[config.mk]
export PLATFORM = sky130hd
export DESIGN_NAME = seg7_scan_driver
export DESIGN_NICKNAME = d
export VERILOG_FILES = /design/src/rtl/seg7_pkg.sv /design/src/rtl/seg7_scan_driver_digit_sel.sv /design/src/rtl/seg7_scan_driver.sv
export SDC_FILE = /design/constraint.sdc
export NUM_CORES = 1
export LEC_CHECK = 0
export CAP_MARGIN = 15
export CORE_UTILIZATION = 53
export DETAILED_ROUTE_END_ITERATION = 8
export PLACE_DENSITY = 0.75
export SLEW_MARGIN = 20
export SYNTH_ARGS = -nofsm -noshare
export SYNTH_HDL_FRONTEND = slang
export SYNTH_SLANG_ARGS = --single-unit
[constraint.sdc]
create_clock -name CLK100MHZ -period 2.87 [get_ports CLK100MHZ]
set_clock_uncertainty 0.05 [all_clocks]
set_input_delay 0.287 -clock CLK100MHZ [delete_from_list [all_inputs] [get_ports CLK100MHZ]]
set_output_delay 0.287 -clock CLK100MHZ [all_outputs]
set_load 0.02 [all_outputs]
[src/rtl/seg7_pkg.sv]
// seg7_pkg: shared constants and hex-to-segment decode for the seven-segment
// scan driver.
//   SEG_BLANK   - A2G value with every segment dark (active-low).
//   SEG_PATTERN - active-high {g,f,e,d,c,b,a} pattern per hex nibble.
//   hex2seg()   - nibble to active-low A2G value.
package seg7_pkg;

    localparam logic [6:0] SEG_BLANK = 7'h7F;

    localparam logic [6:0] SEG_PATTERN [16] = '{
        7'h3F, 7'h06, 7'h5B, 7'h4F, 7'h66, 7'h6D, 7'h7D, 7'h07,
        7'h7F, 7'h6F, 7'h77, 7'h7C, 7'h39, 7'h5E, 7'h79, 7'h71
    };

    function automatic logic [6:0] hex2seg(input logic [3:0] nib);
        return ~SEG_PATTERN[nib];
    endfunction

endpackage

[src/rtl/seg7_scan_driver_digit_sel.sv]
// seg7_scan_driver_digit_sel: scan timing for the display.
// div_cnt counts cycles within a digit slot (0 is the blank cycle), idx selects
// the digit. Both freeze while en is low.
// Ports:
//   clk        in   system clock
//   rstn       in   synchronous active-low reset
//   en         in   advance the scan
//   div_cnt    out  position inside the current slot
//   idx        out  current digit index
//   slot_done  out  one-cycle pulse, registered alongside the idx wrap to 0
module seg7_scan_driver_digit_sel #(
    parameter int  REFRESH_DIV = 100000,
    parameter int  NUM_DIGITS  = 8,
    localparam int DIV_W       = $clog2(REFRESH_DIV),
    localparam int IDX_W       = (NUM_DIGITS > 1) ? $clog2(NUM_DIGITS) : 1
) (
    input  logic             clk,
    input  logic             rstn,
    input  logic             en,
    output logic [DIV_W-1:0] div_cnt,
    output logic [IDX_W-1:0] idx,
    output logic             slot_done
);

    localparam logic [DIV_W-1:0] DIV_MAX = DIV_W'(REFRESH_DIV - 1);
    localparam logic [IDX_W-1:0] IDX_MAX = IDX_W'(NUM_DIGITS - 1);

    // Explicit terminal-count compares so non-power-of-two sizes wrap correctly.
    always_ff @(posedge clk) begin
        if (!rstn) begin
            div_cnt   <= '0;
            idx       <= '0;
            slot_done <= 1'b0;
        end else begin
            slot_done <= 1'b0;
            if (en) begin
                if (div_cnt == DIV_MAX) begin
                    div_cnt <= '0;
                    if (idx == IDX_MAX) begin
                        idx       <= '0;
                        slot_done <= 1'b1;
                    end else begin
                        idx <= idx + 1'b1;
                    end
                end else begin
                    div_cnt <= div_cnt + 1'b1;
                end
            end
        end
    end

endmodule

[src/rtl/seg7_scan_driver.sv]
// seg7_scan_driver: time-multiplexes a shadowed hex value onto a common-anode
// seven-segment display, one blank cycle at the start of every digit slot.
// Optional build macro SEG7_LEADING_ZERO_BLANK_EN: blank digits above the most
// significant non-zero nibble (digit 0 always lit).
// Ports:
//   CLK100MHZ  in   system clock
//   RSTN       in   synchronous active-low reset
//   en         in   scan enable; low blanks the display and freezes the scan
//   load       in   strobe capturing value into the shadow register
//   value      in   hex value, digit 0 in value[3:0]
//   AN         out  digit enables, active-low (registered)
//   A2G        out  segments {g,f,e,d,c,b,a}, active-low (registered)
//   slot_done  out  pulse when the last digit slot completes
module seg7_scan_driver
    import seg7_pkg::*;
#(
    parameter int REFRESH_DIV = 100000,
    parameter int NUM_DIGITS  = 8
) (
    input  logic                    CLK100MHZ,
    input  logic                    RSTN,
    input  logic                    en,
    input  logic                    load,
    input  logic [4*NUM_DIGITS-1:0] value,
    output logic [NUM_DIGITS-1:0]   AN,
    output logic [6:0]              A2G,
    output logic                    slot_done
);

    localparam int DIV_W = $clog2(REFRESH_DIV);
    localparam int IDX_W = (NUM_DIGITS > 1) ? $clog2(NUM_DIGITS) : 1;

    logic [4*NUM_DIGITS-1:0] shadow;
    logic [DIV_W-1:0]        div_cnt;
    logic [IDX_W-1:0]        idx;
    logic [NUM_DIGITS-1:0]   digit_on;
    logic [NUM_DIGITS-1:0]   an_next;
    logic [6:0]              seg_next;

    seg7_scan_driver_digit_sel #(
        .REFRESH_DIV (REFRESH_DIV),
        .NUM_DIGITS  (NUM_DIGITS)
    ) u_digit_sel (
        .clk       (CLK100MHZ),
        .rstn      (RSTN),
        .en        (en),
        .div_cnt   (div_cnt),
        .idx       (idx),
        .slot_done (slot_done)
    );

`ifdef SEG7_LEADING_ZERO_BLANK_EN
    // Scan from the top digit down; once a non-zero nibble is seen every
    // lower digit stays lit.
    always_comb begin
        logic seen;
        seen     = 1'b0;
        digit_on = '0;
        for (int i = NUM_DIGITS - 1; i >= 0; i--) begin
            seen        = seen | (shadow[4*i +: 4] != 4'h0) | (i == 0);
            digit_on[i] = seen;
        end
    end
`else
    always_comb begin
        digit_on = '1;
    end
`endif

    always_comb begin
        an_next  = '1;
        seg_next = SEG_BLANK;
        if (en && (div_cnt != '0) && digit_on[idx]) begin
            an_next  = ~(NUM_DIGITS'(1) << idx);
            seg_next = hex2seg(shadow[4*idx +: 4]);
        end
    end

    always_ff @(posedge CLK100MHZ) begin
        if (!RSTN) begin
            shadow <= '0;
            AN     <= '1;
            A2G    <= SEG_BLANK;
        end else begin
            if (load) begin
                shadow <= value;
            end
            AN  <= an_next;
            A2G <= seg_next;
        end
    end

endmodule

==> results of run 1 <==
-- layout make-up --
type / count / area share (%)
Clock buffer: 9 / 3.163
Inverter: 8 / 0.7668
Sequential cell: 68 / 34.76
Clock inverter: 7 / 2.332
Timing Repair Buffer: 58 / 14.25
Tap cell: 72 / 2.300
Multi-Input combinational cell: 217 / 42.43
-- critical path: cells and delay by family, from the launching register on --
kind / cells / cell delay (ns)
muxes: 2 / 1.09
DFF: 1 / 0.61
AOI/OAI and AO/OA: 3 / 0.64
-- sequential cells by signal, indices dropped and copies added (netlist names) --
name                   count
A2G                        7
AN                         8
shadow                    32
u_digit_sel.div_cnt       17
u_digit_sel.idx            3
u_digit_sel.slot_done      1
-- cells in the mapped netlist (all sizes together), types with 2 or more instances --
cell type	count	area share (%)
dfxtp	68	43
mux2i	39	12
nor2b	35	6.9
nor2	25	3.0
nand2	23	2.7
ha	14	5.5
xor2	13	3.6
nand3	11	1.7
buf	9	2.4
clkbuf	8	0.95
inv	8	0.95
mux4	6	4.3
a21oi	5	0.79
nand4	5	0.99
and3	4	0.79
o221ai	4	1.1
mux2	3	1.1
nor3	3	0.48
xnor2	3	0.83
nand2b	2	0.40
nor4	2	0.87
-- through the flow --
stage / instance area [um2] / hold WS, ns / worst slack (ns) / utilization, % / total power (W)
floorplan: 3158 / 0.4061 / 0.7111 / - / 0.001140
global placement: 3701 / 0.4403 / 0.4774 / 66.00 / 0.001219
detailed placement: 3701 / 0.4610 / 0.3996 / 66.00 / 0.001224
CTS: 3916 / 0.4762 / 0.3536 / 69.83 / 0.002066
global route: 3916 / 0.4823 / 0.2285 / 69.83 / 0.002138
finish: 3916 / 0.4731 / 0.3461 / 69.83 / 0.002050
-- power by group through the flow --
stage | Sequential, W | Combinational [W] | Clock (W)
6_report | 0.00100 | 0.000202 | 0.000848
2_1_floorplan | 0.00102 | 0.000119 | 0
4_1_cts | 0.00100 | 0.000203 | 0.000863
5_1_grt | 0.00100 | 0.000221 | 0.000914
3_5_place_dp | 0.00102 | 0.000202 | 0
3_3_place_gp | 0.00102 | 0.000198 | 0
-- per-layer routing --
layer  routed length [um]  vias up  GRT usage, %
met2                 2834       60         34.57
met1                 2825     1054         26.61
met3                  218       10         4.598
met4                  113        0         11.27
li1                     -     1174             -
met5                    0        -             0
-- cell families (layout without fill, tap and decap cells) --
kind of cell	after synthesis	count (layout)	share of synthesized area [%]
muxes	48	48	17.71
DFF	68	68	43.11
adders and majority gates	14	14	5.547
AOI/OAI and AO/OA	22	22	5.111
xor gates and xnor gates	16	16	4.438
buffers and inverters	25	82	4.279
and+or+nand+nor	117	117	19.81
-- final timing paths --
path              cells past startpoint  slack (ns)         end
setup reg to reg                      5        0.35      A2G[0]
hold / removal                        2        0.47  shadow[20]
hold reg to reg                       2        0.47  shadow[20]
setup / recovery                      5        0.35      A2G[0]
==> summary.txt, run 1 <==
Outcome
  • Status: finished, final reports clean

Worst setup path
  • Req. time, crit path: 3.05 ns
  • Worst-path maximum fanout: 9
  • CP max stage cell: dfxtp_1
  • Critical Path Start Type: flip-flop
  • Critical path's largest stage delay: 0.61 ns
  • WP data arrival: about 2.7 ns
  • CP endpoint kind: flip-flop
  • RR Startpoint: u_digit_sel.idx[0]
  • Worst setup startpoint: u_digit_sel.idx[0]
  • Crit path kind: reg2reg
  • Worst path cell trace: mux4_2 -> mux2i_1 -> o21ai_0 -> a21oi_1 -> o31ai_1

Power
  • Sw Share: approximately 23%
  • Leakage: between 1.5 and 2 nW
  • Cell Pwr Density: between 500 and 600 mW/mm2
  • P_int: 0.001580 W
  • Sequential share of power: 48.8%
  • Clock Power Share: around 41%
  • Part of the power in combinational logic: approximately 9.9%
  • Max IR drop VDD: roughly 0.35 mV
  • Switching pwr: 0.0004696 W

Layout
  • Commonest cells after routing, fill and taps aside: 68 x dfxtp_1, 50 x clkdlybuf4s50_1, 39 x mux2i_1
  • Commonest non-fill, non-tap cell in the layout: dfxtp_1
  • Share of layout cells above drive strength 1: 9.537%
  • Antenna Cells: 0
  • # fillers: 463
  • Nets: 412
  • Sequential cell area: about 0.0014 mm2
  • Multi-input logic area: 0.001662 mm2
  • Layout Cells excl Fill: around 440
  • P&R area growth vs syn: 24.01%

Timing
  • Fmax: a little under 400 MHz
  • Final period utilization: about 88%
  • Max-slew headroom: around two fifths
  • Setup Total Neg Slack: 0 ns
  • RSZ-0062 raised after global routing: no
  • Slew @ Worst Pin: between 0.9 and 1 ns
  • Tmin final: ~2.5 ns
  • Final slew viol count: 0
  • Hold Fails Final Rpt: 0
  • Final setup violation count: 0

Flow run
  • Max-cap violations: 0

Place
  • Final HPWL DP: 4.379 mm
  • RD Place Congestion: between 0.8 and 0.9
  • Post-placement cell count: around 420
  • Port Buf Inserts: 51

CTS
  • Hold buffer count at cts: 0
  • Total CTS buffers: 9
  • CTS sink cnt: approximately 70
  • CTS H-tree lvls: 3
  • CTS tree: done
  • Clock Latency Late Sink: about 0.35 ns
  • Clock tree root buffer cell: clkbuf_8
  • Post_cts resized: 0
  • Clock Tree Buf Depth: 2
  • Clock-pin slew on the worst setup and hold paths: around 0.07 ns
  • Post-CTS setup buffers: 0

Detailed routing
  • Drt total wl: ~6.0 mm
  • ANT nets after route: 0
  • Via density: 5.235
  • 1st-pass router iterations: 4
  • Via Count: between 2k and 2.5k
  • Drc violations: 0
  • Average wire per standard cell: approximately 14 um
  • DRT iter0 DRCs: 120

Die
  • Die ar.: 0.006271 mm2
  • Starting Density: ~56%
  • Die Y: about 80 um
  • Die W: roughly 79 um
  • I/O Pins: 52
  • Core area: roughly 0.0056 mm2
  • Row count: 27

Worst hold path
  • Hold_sp: shadow[20]
  • Hold crit path type: reg2reg

Logic synthesis
  • Synth unique cells: between 40 and 50
  • Sequential area share after synthesis: a little over two fifths
  • EDFF count, synth: 0
  • Post-Syn Instances: 310
  • Cell Area, Synth: about 0.0032 mm2
  • Avg Cell Area, Syn: a little over 10 um2
  • Main synth FF type: dfxtp_1
  • Ys Warns: 0
  • Synth Register Bits: 68
  • Syn_nets: 360
  • Post-synth ARST share: 0%

GRT
  • Initial antenna violation count: 0
  • Pin count of the biggest net entering global routing: 39
  • Total global routing overflow: 0
  • Vias in the first global route: roughly 2.2k
  • First-pass GRT wire length: around 10 mm
  • GRT Util Overall: 21.40%
No activity file was read; power rests on OpenSTA's default activity.
==> run 2: changes to the inputs <==
--- a/config.mk
+++ b/config.mk
@@ -5,7 +5,6 @@
 export SDC_FILE = /design/constraint.sdc
 export NUM_CORES = 1
 export LEC_CHECK = 0
-export CAP_MARGIN = 15
 export CORE_UTILIZATION = 53
 export DETAILED_ROUTE_END_ITERATION = 8
 export PLACE_DENSITY = 0.75
==> constraint.sdc (replaced) <==
create_clock -name CLK100MHZ -period 2.87 [get_ports CLK100MHZ]
set_clock_uncertainty 0.05 [all_clocks]
set_input_delay 0.287 -clock CLK100MHZ [delete_from_list [all_inputs] [get_ports CLK100MHZ]]
set_output_delay 0.287 -clock CLK100MHZ [all_outputs]
set_load 0.05 [all_outputs]
==> results of run 2 <==
Same layout as run 1 (identical final DEF). Status: finished, final reports clean.
Main changes from that run: total power 0.002050 W -> 0.002063 W
